**src/rtl/uart_tx_pkg.sv**
```systemverilog
// Shared constants for the UART TX core: one-hot FSM state encodings and
// FIFO/parity control levels, used by both the TX FSM and the TX shifter.
package uart_tx_pkg;

    typedef logic [4:0] tx_state_t;

    localparam tx_state_t INTERVAL  = 5'b00001;
    localparam tx_state_t STARTBIT  = 5'b00010;
    localparam tx_state_t DATABITS  = 5'b00100;
    localparam tx_state_t PARITYBIT = 5'b01000;
    localparam tx_state_t STOPBIT   = 5'b10000;

    localparam logic FIFO_EMPTY    = 1'b1;
    localparam logic FIFO_NONEMPTY = 1'b0;

    localparam logic PARITY_ENABLE  = 1'b1;
    localparam logic PARITY_DISABLE = 1'b0;

endpackage

```
**src/rtl/tmr_voter.sv**
```systemverilog
// Bitwise 2-of-3 majority voter for triplicated registers.
module tmr_voter #(
    parameter int unsigned Width = 1
) (
    input  logic [Width-1:0] a_i,
    input  logic [Width-1:0] b_i,
    input  logic [Width-1:0] c_i,
    output logic [Width-1:0] maj_o
);

    assign maj_o = (a_i & b_i) | (b_i & c_i) | (c_i & a_i);

endmodule

```
**src/rtl/uart_tx_shifter.sv**
```systemverilog
// UART TX datapath: fetches one FIFO byte per frame, shifts it out LSB first with
// optional parity, and drives the tx line. Define UART_TX_SHIFTER_TMR_EN for TMR state.
module uart_tx_shifter
    import uart_tx_pkg::*;
#(
    parameter int unsigned DATA_WIDTH = 8,
    parameter logic        IDLE_LEVEL = 1'b1
) (
    input  logic                  clk,
    input  logic                  rst,
    input  logic                  p_BaudSig_i,
    input  logic [4:0]            State_i,
    input  logic [3:0]            BitCounter_i,
    input  logic                  p_ParityCalTrigger_i,
    input  logic                  ParityEnable_i,
    input  logic                  ParityOdd_i,
    input  logic [DATA_WIDTH-1:0] FifoData_i,
    input  logic                  p_FiFoEmpty_i,
    output logic                  p_FiFoRdEn_o,
    output logic                  Tx_o,
    output logic                  p_ByteDone_o,
    output logic                  p_Underrun_o
);

    logic [DATA_WIDTH-1:0] shift_q, shift_d;
    logic                  parity_q, parity_d;
    tx_state_t             prev_state_q, prev_state_d;
    logic                  tx_q, tx_d;
    logic                  rd_en_q, rd_en_d;
    logic                  load_q, load_d;
    logic                  underrun_q, underrun_d;
    logic                  byte_done_q, byte_done_d;
    logic                  frame_start;

    always_comb begin
        frame_start  = (State_i == STARTBIT) && (prev_state_q == INTERVAL);
        prev_state_d = State_i;
        rd_en_d      = frame_start && (p_FiFoEmpty_i == FIFO_NONEMPTY);
        underrun_d   = frame_start && (p_FiFoEmpty_i == FIFO_EMPTY);
        // FIFO data is valid the clk after the read pulse, so load one clk later.
        load_d       = rd_en_q;
        byte_done_d  = (State_i == STOPBIT) && p_BaudSig_i;

        shift_d = shift_q;
        if (underrun_d) begin
            shift_d = '0;
        end else if (load_q) begin
            shift_d = FifoData_i;
        end else if ((State_i == DATABITS) && p_BaudSig_i) begin
            shift_d = {1'b0, shift_q[DATA_WIDTH-1:1]};
        end

        parity_d = parity_q;
        if (p_ParityCalTrigger_i && (State_i == STARTBIT)) begin
            parity_d = (^shift_q) ^ ParityOdd_i;
        end

        tx_d = IDLE_LEVEL;
        case (State_i)
            INTERVAL:  tx_d = IDLE_LEVEL;
            STARTBIT:  tx_d = 1'b0;
            DATABITS:  tx_d = shift_q[0];
            PARITYBIT: tx_d = (ParityEnable_i == PARITY_ENABLE) ? parity_q : IDLE_LEVEL;
            STOPBIT:   tx_d = IDLE_LEVEL;
            default:   tx_d = IDLE_LEVEL;
        endcase
    end

    always_ff @(posedge clk or negedge rst) begin
        if (!rst) begin
            rd_en_q     <= 1'b0;
            load_q      <= 1'b0;
            underrun_q  <= 1'b0;
            byte_done_q <= 1'b0;
        end else begin
            rd_en_q     <= rd_en_d;
            load_q      <= load_d;
            underrun_q  <= underrun_d;
            byte_done_q <= byte_done_d;
        end
    end

`ifdef UART_TX_SHIFTER_TMR_EN
    (* syn_preserve = 1 *) logic [DATA_WIDTH-1:0] shift_a_q, shift_b_q, shift_c_q;
    (* syn_preserve = 1 *) logic                  parity_a_q, parity_b_q, parity_c_q;
    (* syn_preserve = 1 *) tx_state_t             prev_a_q, prev_b_q, prev_c_q;
    (* syn_preserve = 1 *) logic                  tx_a_q, tx_b_q, tx_c_q;

    always_ff @(posedge clk or negedge rst) begin
        if (!rst) begin
            shift_a_q  <= '0;
            shift_b_q  <= '0;
            shift_c_q  <= '0;
            parity_a_q <= 1'b0;
            parity_b_q <= 1'b0;
            parity_c_q <= 1'b0;
            prev_a_q   <= INTERVAL;
            prev_b_q   <= INTERVAL;
            prev_c_q   <= INTERVAL;
            tx_a_q     <= IDLE_LEVEL;
            tx_b_q     <= IDLE_LEVEL;
            tx_c_q     <= IDLE_LEVEL;
        end else begin
            shift_a_q  <= shift_d;
            shift_b_q  <= shift_d;
            shift_c_q  <= shift_d;
            parity_a_q <= parity_d;
            parity_b_q <= parity_d;
            parity_c_q <= parity_d;
            prev_a_q   <= prev_state_d;
            prev_b_q   <= prev_state_d;
            prev_c_q   <= prev_state_d;
            tx_a_q     <= tx_d;
            tx_b_q     <= tx_d;
            tx_c_q     <= tx_d;
        end
    end

    tmr_voter #(.Width(DATA_WIDTH)) u_vote_shift (
        .a_i  (shift_a_q),
        .b_i  (shift_b_q),
        .c_i  (shift_c_q),
        .maj_o(shift_q)
    );

    tmr_voter #(.Width(1)) u_vote_parity (
        .a_i  (parity_a_q),
        .b_i  (parity_b_q),
        .c_i  (parity_c_q),
        .maj_o(parity_q)
    );

    tmr_voter #(.Width(5)) u_vote_prev (
        .a_i  (prev_a_q),
        .b_i  (prev_b_q),
        .c_i  (prev_c_q),
        .maj_o(prev_state_q)
    );

    tmr_voter #(.Width(1)) u_vote_tx (
        .a_i  (tx_a_q),
        .b_i  (tx_b_q),
        .c_i  (tx_c_q),
        .maj_o(tx_q)
    );
`else
    always_ff @(posedge clk or negedge rst) begin
        if (!rst) begin
            shift_q      <= '0;
            parity_q     <= 1'b0;
            prev_state_q <= INTERVAL;
            tx_q         <= IDLE_LEVEL;
        end else begin
            shift_q      <= shift_d;
            parity_q     <= parity_d;
            prev_state_q <= prev_state_d;
            tx_q         <= tx_d;
        end
    end
`endif

    assign Tx_o         = tx_q;
    assign p_FiFoRdEn_o = rd_en_q;
    assign p_Underrun_o = underrun_q;
    assign p_ByteDone_o = byte_done_q;

    a_bitcnt_range: assert property (@(posedge clk) disable iff (!rst)
        (State_i == DATABITS) |-> ({28'd0, BitCounter_i} < DATA_WIDTH));

endmodule

```
**config.mk**
```make
export PLATFORM = sky130hd
export DESIGN_NAME = uart_tx_shifter
export DESIGN_NICKNAME = d
export VERILOG_FILES = /design/src/rtl/uart_tx_pkg.sv /design/src/rtl/tmr_voter.sv /design/src/rtl/uart_tx_shifter.sv
export SDC_FILE = /design/constraint.sdc
export NUM_CORES = 1
export LEC_CHECK = 0
export CAP_MARGIN = 10
export CORE_ASPECT_RATIO = 1.1
export CORE_UTILIZATION = 30
export CTS_CLUSTER_DIAMETER = 120
export DETAILED_ROUTE_END_ITERATION = 12
export PLACE_DENSITY_LB_ADDON = 0.25
export RECOVER_POWER = 100
export REMOVE_ABC_BUFFERS = 1
export SLEW_MARGIN = 5
export SYNTH_ARGS = -nofsm -noshare
export SYNTH_HDL_FRONTEND = slang
export SYNTH_SLANG_ARGS = --single-unit
```
**constraint.sdc**
```tcl
create_clock -name clk -period 1.3 [get_ports clk]
set_input_delay 0.26 -clock clk [delete_from_list [all_inputs] [get_ports clk]]
set_output_delay 0.26 -clock clk [all_outputs]
set_load 0.005 [all_outputs]
```
# After elaboration in Yosys (flattened, before gate mapping)
# Index checks and enable logic that the tools add are counted.
[word_totals]
out_inout_bits = 4
ff_bits = 19
elab_cells = 28
[classes]
n_eq_ne = 5
mux = 5
n_reduce_logical = 8
n_bitwise = 2
[ops]
columns = ["cell", "n"]
rows = [
  ["8-bit two-way mux", 3],
  ["8-bit parity", 1],
  ["1-bit logical AND", 6],
  ["5-bit by 1-bit == test with 1-bit output (second input constant)", 1],
  ["5-bit by 2-bit == test with 1-bit output (second input constant)", 1],
  ["5-bit by 3-bit == test with 1-bit output (second input constant)", 1],
  ["5-bit by 4-bit == test with 1-bit output (second input constant)", 1],
  ["5-bit == test (second input constant)", 1],
  ["1-bit case mux with 3 select lines", 1],
  ["3-bit nonzero test", 1],
  ["1-bit two-way mux", 1],
  ["1-bit NOT", 1],
  ["1-bit bitwise XOR", 1],
]

# Longest topological paths before layout
# Gate-level depths: netlist of the first run.
[logic_depth]
word_depth = 5
ltp_mapped = 5
ltp_nobuf = 4

# Worst setup path before layout of the first run
# Ideal clock, no wire load.
[synth_path]
kind = "register to register"
from = "register shift_q[4]"
to = "register parity_q"
arrival_time_ps = 1301
t_required_ps = 1175
n_path_buf = 0
setup_time_ps = 125
slack_ps = -125
stages_incl_launch_ff = 5
cell_sequence = "dfrtp_1 -> xnor2_1 -> xnor3_1 -> xnor2_1 -> mux2_2"
[synth_via]
elab_chain_cells = 2
[synth_lines]
columns = ["element", "line_no", "source"]
rows = [
  ["from (decl)", "uart_tx_shifter.sv:25", "logic [DATA_WIDTH-1:0] shift_q, shift_d;"],
  ["from (signal assigned)", "uart_tx_shifter.sv:154", "shift_q <= shift_d;"],
  ["8-bit parity", "uart_tx_shifter.sv:55", "parity_d = (^shift_q) ^ ParityOdd_i;"],
  ["1-bit bitwise XOR", "uart_tx_shifter.sv:55", ""],
  ["to (signal assigned)", "uart_tx_shifter.sv:155", "parity_q <= parity_d;"],
  ["to (decl)", "uart_tx_shifter.sv:26", "logic parity_q, parity_d;"],
]
# Every way passes these cells.
# A chain may end at the register's enable or synchronous reset.

# Worst setup path in the final report of the first run
[layout_path]
from = "register shift_q[3]"
to = "register parity_q"
# The elaborated chain is that of the path after synthesis.

==> results of run 1 <==
## sequential cells by signal (all words and copies together) (netlist names)
name	flops
parity_q	1
Tx_o	1
p_FiFoRdEn_o	1
p_ByteDone_o	1
load_q	1
prev_state_q	5
p_Underrun_o	1
shift_q	8
## power by group
group / internal, mW / switching (mW) / leakage [nW]
registers: 0.686 / 0.0693 / 0.232
logic: 0.432 / 0.242 / 0.356
clock network: 0.115 / 0.188 / 0.0177
total: 1.23 / 0.500 / 0.605
## placed cells by master, fill, tap and decap left out, types with 3 or more instances in the layout
cell type,instances
a211oi_2,6
buf_4,10
buf_6,4
clkbuf_1,4
clkbuf_4,4
clkdlybuf4s50_1,12
dfrtp_1,17
dlygate4sd2_1,8
mux2i_1,7
nand2_1,3
nor2_1,11
xnor2_1,4
## stage by stage
stage               hold WS [ns]  total power, mW
finish                     0.316             1.73
global route               0.307             1.85
CTS                        0.270             1.70
detailed placement         0.370             1.35
global placement           0.364             1.34
floorplan                -0.0356             1.13
## final cells by class
type                            instances  area share (%)
Timing Repair Buffer                   44            28.9
Sequential cell                        19            34.9
Clock buffer                            3            1.65
Inverter                                1           0.274
Multi-Input combinational cell         50            30.8
Clock inverter                          1           0.366
Tap cell                               33            3.02
## layer usage
| metal | vias up | global-route usage [%] | part of all wire (%) |
|---|---|---|---|
| met5 | - | 0 | 0 |
| met4 | 0 | 5.64 | 1.5 |
| met2 | 21 | 26.0 | 49 |
| met3 | 5 | 6.04 | 7.0 |
| met1 | 328 | 16.6 | 43 |
| li1 | 348 | - | - |
## synth_stat cells
cell | instances | area, um2
nor2_1 | 13 | 48.8
o21ai_0 | 1 | 5.00
xnor2_2 | 1 | 16.3
buf_2 | 3 | 15.0
dfrtp_1 | 17 | 425
and4_1 | 1 | 8.76
inv_1 | 1 | 3.75
nor3_1 | 1 | 5.00
a211oi_1 | 7 | 52.6
and3_1 | 3 | 18.8
mux2i_1 | 7 | 70.1
mux2_2 | 1 | 11.3
a21oi_1 | 1 | 5.00
dfstp_2 | 2 | 52.6
xnor3_1 | 1 | 22.5
a41o_1 | 1 | 10.0
nand2_1 | 3 | 11.3
xnor2_1 | 5 | 43.8
o2bb2a_1 | 1 | 10.0
nor4bb_1 | 1 | 10.0
nor3b_1 | 2 | 15.0
## logic make-up after synthesis
kind of cell | Yosys count | share of synthesized area (%)
AO/OA/AOI/OAI | 11 | 9.59
XOR/XNOR | 7 | 9.59
buffers and inverters | 4 | 2.18
flip-flops | 19 | 55.5
multiplexers | 8 | 9.45
AND/OR/NAND/NOR | 24 | 13.7
## worst max-delay path, cell delays in order (launching register included)
cell	delay (ns)
dfrtp_1	0.42
xnor2_2	0.18
xnor3_1	0.42
xnor2_1	0.13
mux2_2	0.25
## path summary, 6_finish.rpt
check / startpoint / end / slack, ns / cells after the start
worst max-delay path: shift_q[3] / parity_q / -0.21 / 4
worst min-delay path: State_i[0] / prev_state_q[0] / 0.32 / 2
worst max register to register: shift_q[3] / parity_q / -0.21 / 4
worst min register to register: p_FiFoRdEn_o / load_q / 0.39 / 0
max in group asynchronous: rst / prev_state_q[0] / 0.53 / 2
min in group asynchronous: rst / p_Underrun_o / 0.42 / 2
## what timing repair did
| action | 4_1_cts | 5_1_grt |
|---|---|---|
| buffers inserted | 4 | 2 |
| resized for setup | 16 | 13 |
| endpoints found under the setup margin | 13 | 10 |
| gates cloned | 1 | 0 |
| pin swaps | 5 | 5 |
==> results by group, run 1 <==
Floorplanning
  • Die Ht: 58.2 um
  • Core Footprint: 2750 um2
  • Starting density of the core: 31.3%
  • I/O Pins: 28
  • Die footprint: 3090 um2
  • Std-Cell Rows: 20
  • Die W: 53.1 um

Finish
  • Multi-input gate area: 422 um2
  • Layout Cells excl Fill: 151
  • Final std cell area, no fill: 1370 um2
  • Share of cells above drive strength 1: 31.4%
  • Core Util, Final: 49.7%
  • Final net count: 143
  • Area Overhead vs Synth: 58.9%
  • Antenna cells: 0
  • Sequential Area: 478 um2
  • Filler Cell Count: 280

GRT
  • Initial antenna violation count: 0
  • Grt ovf: 0
  • GR Util All Layers: 15.2%
  • Vias in the first global route: 752
  • First-pass GRT wire length: 3320 um
  • Largest net degree at the start of global routing: 20

Timing
  • Fmax: 663 MHz
  • Worst Skew: 0.00186 ns
  • Fin Setup TNS: -0.738 ns
  • Slew headroom: 68.2%
  • Final cycle utilization of the critical path: 116%
  • Tmin final: 1.51 ns
  • RSZ-0062 raised after global routing: true
  • Final WS setup: -0.207 ns
  • Max Slew Vio Count: 0
  • Final hold violation count: 0
  • Worst slew pin tran: 0.477 ns
  • Final setup violation count: 9

Detailed routing
  • Vias: 702
  • Drt pass-1 iters: 3
  • DR vias/cell: 4.65
  • Number of routed nets with antenna violations: 0
  • Final wirelength: 2010 um
  • Drt initial violations: 1
  • Avg WL per Cell: 13.3 um
  • Residual DRC: 0

Place
  • PortBufs: 23
  • Gp weighted congestion: 0.732
  • Post-DP HPWL: 1320 um
  • Setup WS pre-CTS: -0.433 ns
  • Placed instance count: 141
  • DP Area: 1240 um2

Outcome
  • Failing checks: negative setup slack
  • Outcome: finished, violations left

Clock network
  • CTS tree: done
  • Max clock buf depth: 2
  • H-tree depth: 1
  • Clk root buf: clkbuf_4
  • Clock Latency Late Sink: 0.30 ns
  • CTS Sinks: 19
  • CTS Buf Count: 3
  • Clock Pin Slew Worst Setup and Hold Paths: 0.11 ns
  • Post-cts hold buffer count: 0

Critical path
  • Critical path class: reg2reg
  • Critical Path Sink Type: register
  • CP Launch Type: register
  • Critical Path Fanout Max: 2
  • Critical path arrival: 1.71 ns
  • Data required, critical path: 1.50 ns

Run
  • Number of max-cap violations: 0

Power
  • Pleak: 0.605 nW
  • Total power per unit cell area: 1270 nW/um2
  • Peak supply drop: 705 uV

Synthesis
  • Unique masters post-synth: 21
  • Yosys warns: 0
  • Post-synthesis cell count: 73
  • Register bit total from synthesis: 19
  • Register area share after synthesis: 55.5%
  • Synth Cell Area: 861 um2
  • Mean area per synthesized cell: 11.8 um2

Worst hold path
  • Worst min path class: in2reg
(Power assumes the default switching activity.)
==> run 2: changes to the inputs <==
--- a/config.mk
+++ b/config.mk
@@ -7,7 +7,7 @@
 export LEC_CHECK = 0
 export CAP_MARGIN = 10
 export CORE_ASPECT_RATIO = 1.1
-export CORE_UTILIZATION = 30
+export CORE_UTILIZATION = 40
 export CTS_CLUSTER_DIAMETER = 120
 export DETAILED_ROUTE_END_ITERATION = 12
 export PLACE_DENSITY_LB_ADDON = 0.25
==> run 2 against run 1 <==
Effect of this change: the run still ends with negative setup slack left; cell count down 6.6%; global-route usage is 4.6 points higher; clock power hardly changed; wire length down 6.1%; register-to-register slack barely moved; total power down 5.1%; highest routed layer unchanged.
==> results by group, run 2 (synthesis results as in run 1) <==
GRT
  • Vias in the first global route: 754
  • GR Util All Layers: 19.8%
  • First-pass GRT wire length: 3160 um
  • Largest net degree at the start of global routing: 20
  • M1 GR Usage: 22.8%
  • GRT busiest layer: met2
  • Met3 usage: 4.68%
  • Met2 Use GR: 30.8%
  • Initial antenna violation count: 0
  • Grt ovf: 0

Clock network
  • Clock Pin Slew Worst Setup and Hold Paths: 0.11 ns
  • CTS tree: done
  • CTS Sinks: 19
  • Clock Latency Late Sink: 0.30 ns
  • Clk root buf: clkbuf_4
  • Max clock buf depth: 2
  • CTS Buf Count: 3
  • H-tree depth: 1

Timing
  • Final setup violation count: 3
  • Final hold violation count: 0
  • Fmax: 666 MHz
  • Worst slew pin tran: 0.467 ns
  • Max Slew Vio Count: 0
  • Tmin final: 1.50 ns
  • Final WS setup: -0.200 ns
  • Worst Skew: 0.00823 ns
  • Slew headroom: 68.9%
  • Final cycle utilization of the critical path: 115%
  • RSZ-0062 raised after global routing: true

Critical path
  • Worst r2r src: shift_q[3]
  • Top cell by count, worst path: xnor2_1
  • Crit-path slowest cell: xnor3_1
  • Reg2reg path depth: 4
  • Crit-path leading delay family: XOR/XNOR gates
  • CP Launch Type: register
  • Data required, critical path: 1.50 ns
  • Reg-to-Reg End: parity_q
  • Critical path class: reg2reg
  • Max stage delay on crit path: 0.43 ns
  • Critical Path Fanout Max: 2
  • Buf/Inv on CP: 0
  • Critical Path Sink Type: register
  • Critical path arrival: 1.70 ns
  • Critical-path cell list: xnor2_1 -> xnor3_1 -> xnor2_1 -> mux2_2
  • Reg2reg setup slack: -0.20 ns

Finish
  • Max reg flops: 8
  • Most common cell after layout, fill and taps aside: dfrtp_1
  • Core Util, Final: 63.6%
  • Largest Register: shift_q
  • Area Overhead vs Synth: 49.3%
  • Largest registers: shift_q x8, prev_state_q x5
  • Share of cells above drive strength 1: 22.1%
  • Antenna cells: 0
  • Final net count: 138
  • Commonest non-fill, non-tap cells in the layout: 17 x dfrtp_1, 12 x nor2_1, 12 x clkdlybuf4s50_1
  • Layout Cells excl Fill: 141

Power
  • Total power per unit cell area: 1280 nW/um2
  • Peak supply drop: 685 uV
  • Sw power: 0.465 mW
  • Int Pwr: 1.18 mW
  • Logic gate share of total power: 35.8%
  • Pleak: 0.563 nW
  • Switch share: 28.3%
  • Clk pwr share: 18.6%
  • Seq pwr share: 45.7%

Outcome
  • Outcome: finished, violations left
  • Failing checks: negative setup slack

Worst hold path
  • Worst min path class: in2reg
  • Worst hold stages: 1
  • Hold path endpoint: prev_state_q[0]
  • HP Start: State_i[0]

Floorplanning
  • Die Ht: 50.7 um
  • Starting density of the core: 42.6%
  • Core Footprint: 2020 um2
  • Die W: 46.2 um
  • Std-Cell Rows: 17
  • I/O Pins: 28
  • Die footprint: 2340 um2

Detailed routing
  • Final wirelength: 1880 um
  • Residual DRC: 0
  • DR vias/cell: 4.99
  • Avg WL per Cell: 13.4 um
  • Number of routed nets with antenna violations: 0
  • Drt initial violations: 1
  • Drt pass-1 iters: 3
  • Vias: 703

Place
  • Post-DP HPWL: 1420 um
  • PortBufs: 23
  • Placed instance count: 135
  • Gp weighted congestion: 0.824

Run
  • Number of max-cap violations: 0
==> run 2: layout make-up <==
cell class	instances	area, um2
tap	28	35.0
sequential	19	478
multi-input combinational	50	388
fill	167	736
timing repair buffer	39	354
clock buffer	4	26.3
inverter	1	3.75
==> run 2: metrics by stage <==
step | power (mW) | setup TNS (ns) | cell area [um2] | setup slack [ns] | hold slack [ns]
2_1_floorplan | 1.13 | -0.139 | 846 | -0.125 | -0.0356
3_3_place_gp | 1.32 | -3.82 | 1230 | -0.421 | 0.365
3_5_place_dp | 1.35 | -4.10 | 1230 | -0.460 | 0.361
4_1_cts | 1.65 | -0.171 | 1290 | -0.171 | 0.222
5_1_grt | 1.76 | -0.924 | 1280 | -0.292 | 0.221
6_report | 1.64 | -0.209 | 1280 | -0.200 | 0.238
==> run 2: how the worst max path moves through the flow <==
| stage | slack [ns] | cells past startpoint | to | startpoint |
|---|---|---|---|---|
| floorplan | -0.13 | 4 | parity_q | shift_q[4] |
| global placement | -0.42 | 5 | parity_q | ParityOdd_i |
| detailed placement | -0.46 | 5 | parity_q | ParityOdd_i |
| CTS | -0.17 | 4 | parity_q | shift_q[2] |
| global route | -0.29 | 4 | parity_q | shift_q[3] |
| finish | -0.20 | 4 | parity_q | shift_q[3] |
==> run 2: per-layer routing <==
metal	vias to the layer above	share of wire (%)
met5	-	0
met4	0	2.2
met3	6	4.2
met2	18	52
met1	336	42
li1	343	-
==> run 2: power groups by stage <==
stage                     Sequential (mW)  Clock [mW]  Combinational [mW]
after floorplan                     0.755           0               0.379
after global placement              0.762           0               0.556
after detailed placement            0.766           0               0.580
after CTS                           0.753       0.311               0.587
after global routing                0.763       0.341               0.659
final                               0.751       0.305               0.588
==> run 2: repair_timing <==
| action | CTS | global route |
|---|---|---|
| gates resized for setup | 12 | 7 |
| hold buffers | 0 | 0 |
| gates cloned | 1 | 0 |
| pin swaps | 4 | 4 |
| setup endpoints to repair | 13 | 9 |
| setup buffers | 1 | 0 |
==> run 3: changes to the inputs <==
==> constraint.sdc (replaced) <==
create_clock -name clk -period 1.3 [get_ports clk]
set_input_delay 0.325 -clock clk [delete_from_list [all_inputs] [get_ports clk]]
set_output_delay 0.325 -clock clk [all_outputs]
set_load 0.005 [all_outputs]
==> run 3 against run 2 <==
Effect of this change: the flow still finishes with violations (negative setup slack); setup slack improved by 0.015 ns; wire length rose by 7.1%; die area did not move; critical endpoint unchanged; register-to-register slack improved by 0.02 ns; hold slack improved by 0.12 ns; maximum frequency is 1.0% higher.
==> results by group, run 3 (synthesis results as in run 1) <==
Critical path
  • CP Launch Type: register
  • Crit-path slowest cell: dfrtp_1
  • Critical-path cell list: xnor2_1 -> xnor3_1 -> xnor2_1 -> mux2_2
  • Crit-path leading delay family: XOR/XNOR gates
  • Data required, critical path: 1.49 ns
  • Max stage delay on crit path: 0.43 ns
  • Critical Path Sink Type: register
  • Reg2reg path depth: 4
  • Critical path class: reg2reg
  • Critical Path Fanout Max: 3
  • Critical Path Stages: 4
  • Top cell by count, worst path: xnor2_1
  • Critical path arrival: 1.67 ns
  • Buf/Inv on CP: 0

Power
  • Switch share: 28.0%
  • Total power per unit cell area: 1240 nW/um2
  • Logic gate share of total power: 35.8%
  • Seq pwr share: 46.2%
  • Clk pwr share: 18.1%
  • Int Pwr: 1.19 mW
  • Peak supply drop: 775 uV
  • Sw power: 0.462 mW
  • Pleak: 0.577 nW

Floorplanning
  • I/O Pins: 28
  • Die Ht: 50.7 um
  • Die footprint: 2340 um2
  • Std-Cell Rows: 17
  • Die W: 46.2 um
  • Core Footprint: 2020 um2
  • Starting density of the core: 42.6%

Outcome
  • Failing checks: negative setup slack
  • Outcome: finished, violations left

Timing
  • Final setup violation count: 9
  • Worst slew pin tran: 1.02 ns
  • Final cycle utilization of the critical path: 114%
  • Fmax: 673 MHz
  • RSZ-0062 raised after global routing: true
  • Worst Skew: 0.00674 ns
  • Max Slew Vio Count: 0
  • Final WS setup: -0.185 ns
  • Tmin final: 1.49 ns
  • Slew headroom: 32.3%
  • Final hold violation count: 0

GRT
  • GR Util All Layers: 20.4%
  • Grt ovf: 0
  • Initial antenna violation count: 0
  • Largest net degree at the start of global routing: 20
  • First-pass GRT wire length: 3270 um
  • Vias in the first global route: 753

Clock network
  • CTS Buf Count: 3
  • Clock Pin Slew Worst Setup and Hold Paths: 0.11 ns
  • CTS Sinks: 19
  • Clock Latency Late Sink: 0.30 ns
  • Max clock buf depth: 2
  • H-tree depth: 1
  • Clk root buf: clkbuf_4
  • CTS tree: done

Finish
  • Most common cell after layout, fill and taps aside: dfrtp_1
  • Largest Register: shift_q
  • Filler Cell Count: 156
  • Largest registers: shift_q x8, prev_state_q x5
  • Multi-input gate area: 409 um2
  • Sequential Area: 478 um2
  • Share of cells above drive strength 1: 27.0%
  • Final net count: 140
  • Max reg flops: 8
  • Area Overhead vs Synth: 54.4%
  • Final std cell area, no fill: 1330 um2
  • Layout Cells excl Fill: 143
  • Commonest non-fill, non-tap cells in the layout: 17 x dfrtp_1, 12 x clkdlybuf4s50_1, 11 x nor2_1
  • Antenna cells: 0

Place
  • Gp weighted congestion: 0.750
  • PortBufs: 23
  • Placed instance count: 136
  • Post-DP HPWL: 1340 um
  • DP Area: 1250 um2

Detailed routing
  • Avg WL per Cell: 14.1 um
  • Residual DRC: 0
  • Drt pass-1 iters: 4
  • Final wirelength: 2020 um
  • DR vias/cell: 5.08
  • Number of routed nets with antenna violations: 0
  • Vias: 726
  • Drt initial violations: 9

Worst hold path
  • Worst hold stages: 1
  • Worst min path class: in2reg

Run
  • Number of max-cap violations: 0
==> run 3: cell type report <==
type / instances / share of cell area (%)
Clock buffer: 4 / 1.98
Inverter: 1 / 0.282
Multi-Input combinational cell: 50 / 30.8
Sequential cell: 19 / 36.0
Tap cell: 28 / 2.64
Timing Repair Buffer: 41 / 28.3
==> run 3: worst paths after layout <==
check / endpoint / slack (ns) / from
max in group asynchronous: shift_q[2] / 0.03 / rst
hold reg to reg: load_q / 0.40 / p_FiFoRdEn_o
setup / recovery: parity_q / -0.19 / shift_q[1]
setup reg to reg: parity_q / -0.19 / shift_q[1]
hold / removal: prev_state_q[2] / 0.36 / State_i[2]
min in group asynchronous: p_ByteDone_o / 0.66 / rst
==> run 3: power groups by stage <==
stage	sequential, mW	combinational (mW)	clock, mW
final	0.761	0.590	0.298
after global routing	0.767	0.642	0.340
after CTS	0.754	0.589	0.314
after detailed placement	0.765	0.575	0
after global placement	0.762	0.564	0
after floorplan	0.755	0.379	0
==> run 3: what timing repair did <==
| action | 4_1_cts | 5_1_grt |
|---|---|---|
| pin swaps | 5 | 2 |
| resized for setup | 20 | 8 |
| buffers inserted | 1 | 1 |
| endpoints found under the hold margin | 0 | 0 |
| hold buffers | 0 | 0 |
| endpoints found under the setup margin | 13 | 11 |
| cloned | 1 | 0 |
==> run 3: routing by layer <==
metal,global-route usage (%),vias to the layer above,share of wire (%)
met5,0,-,0
met4,14.2,0,3.5
met3,3.96,9,3.6
met2,33.6,27,52
met1,22.4,347,41
li1,-,343,-
==> run 3: through the flow <==
step	TNS [ns]	utilization (%)	power (mW)	hold WS, ns	worst slack, ns
floorplan	-0.139	-	1.13	0.0294	-0.125
global placement	-4.44	61.8	1.33	0.371	-0.487
detailed placement	-4.70	61.8	1.34	0.377	-0.496
CTS	-0.189	65.8	1.66	0.352	-0.189
global route	-3.49	65.8	1.75	0.341	-0.221
finish	-0.671	65.8	1.65	0.362	-0.185
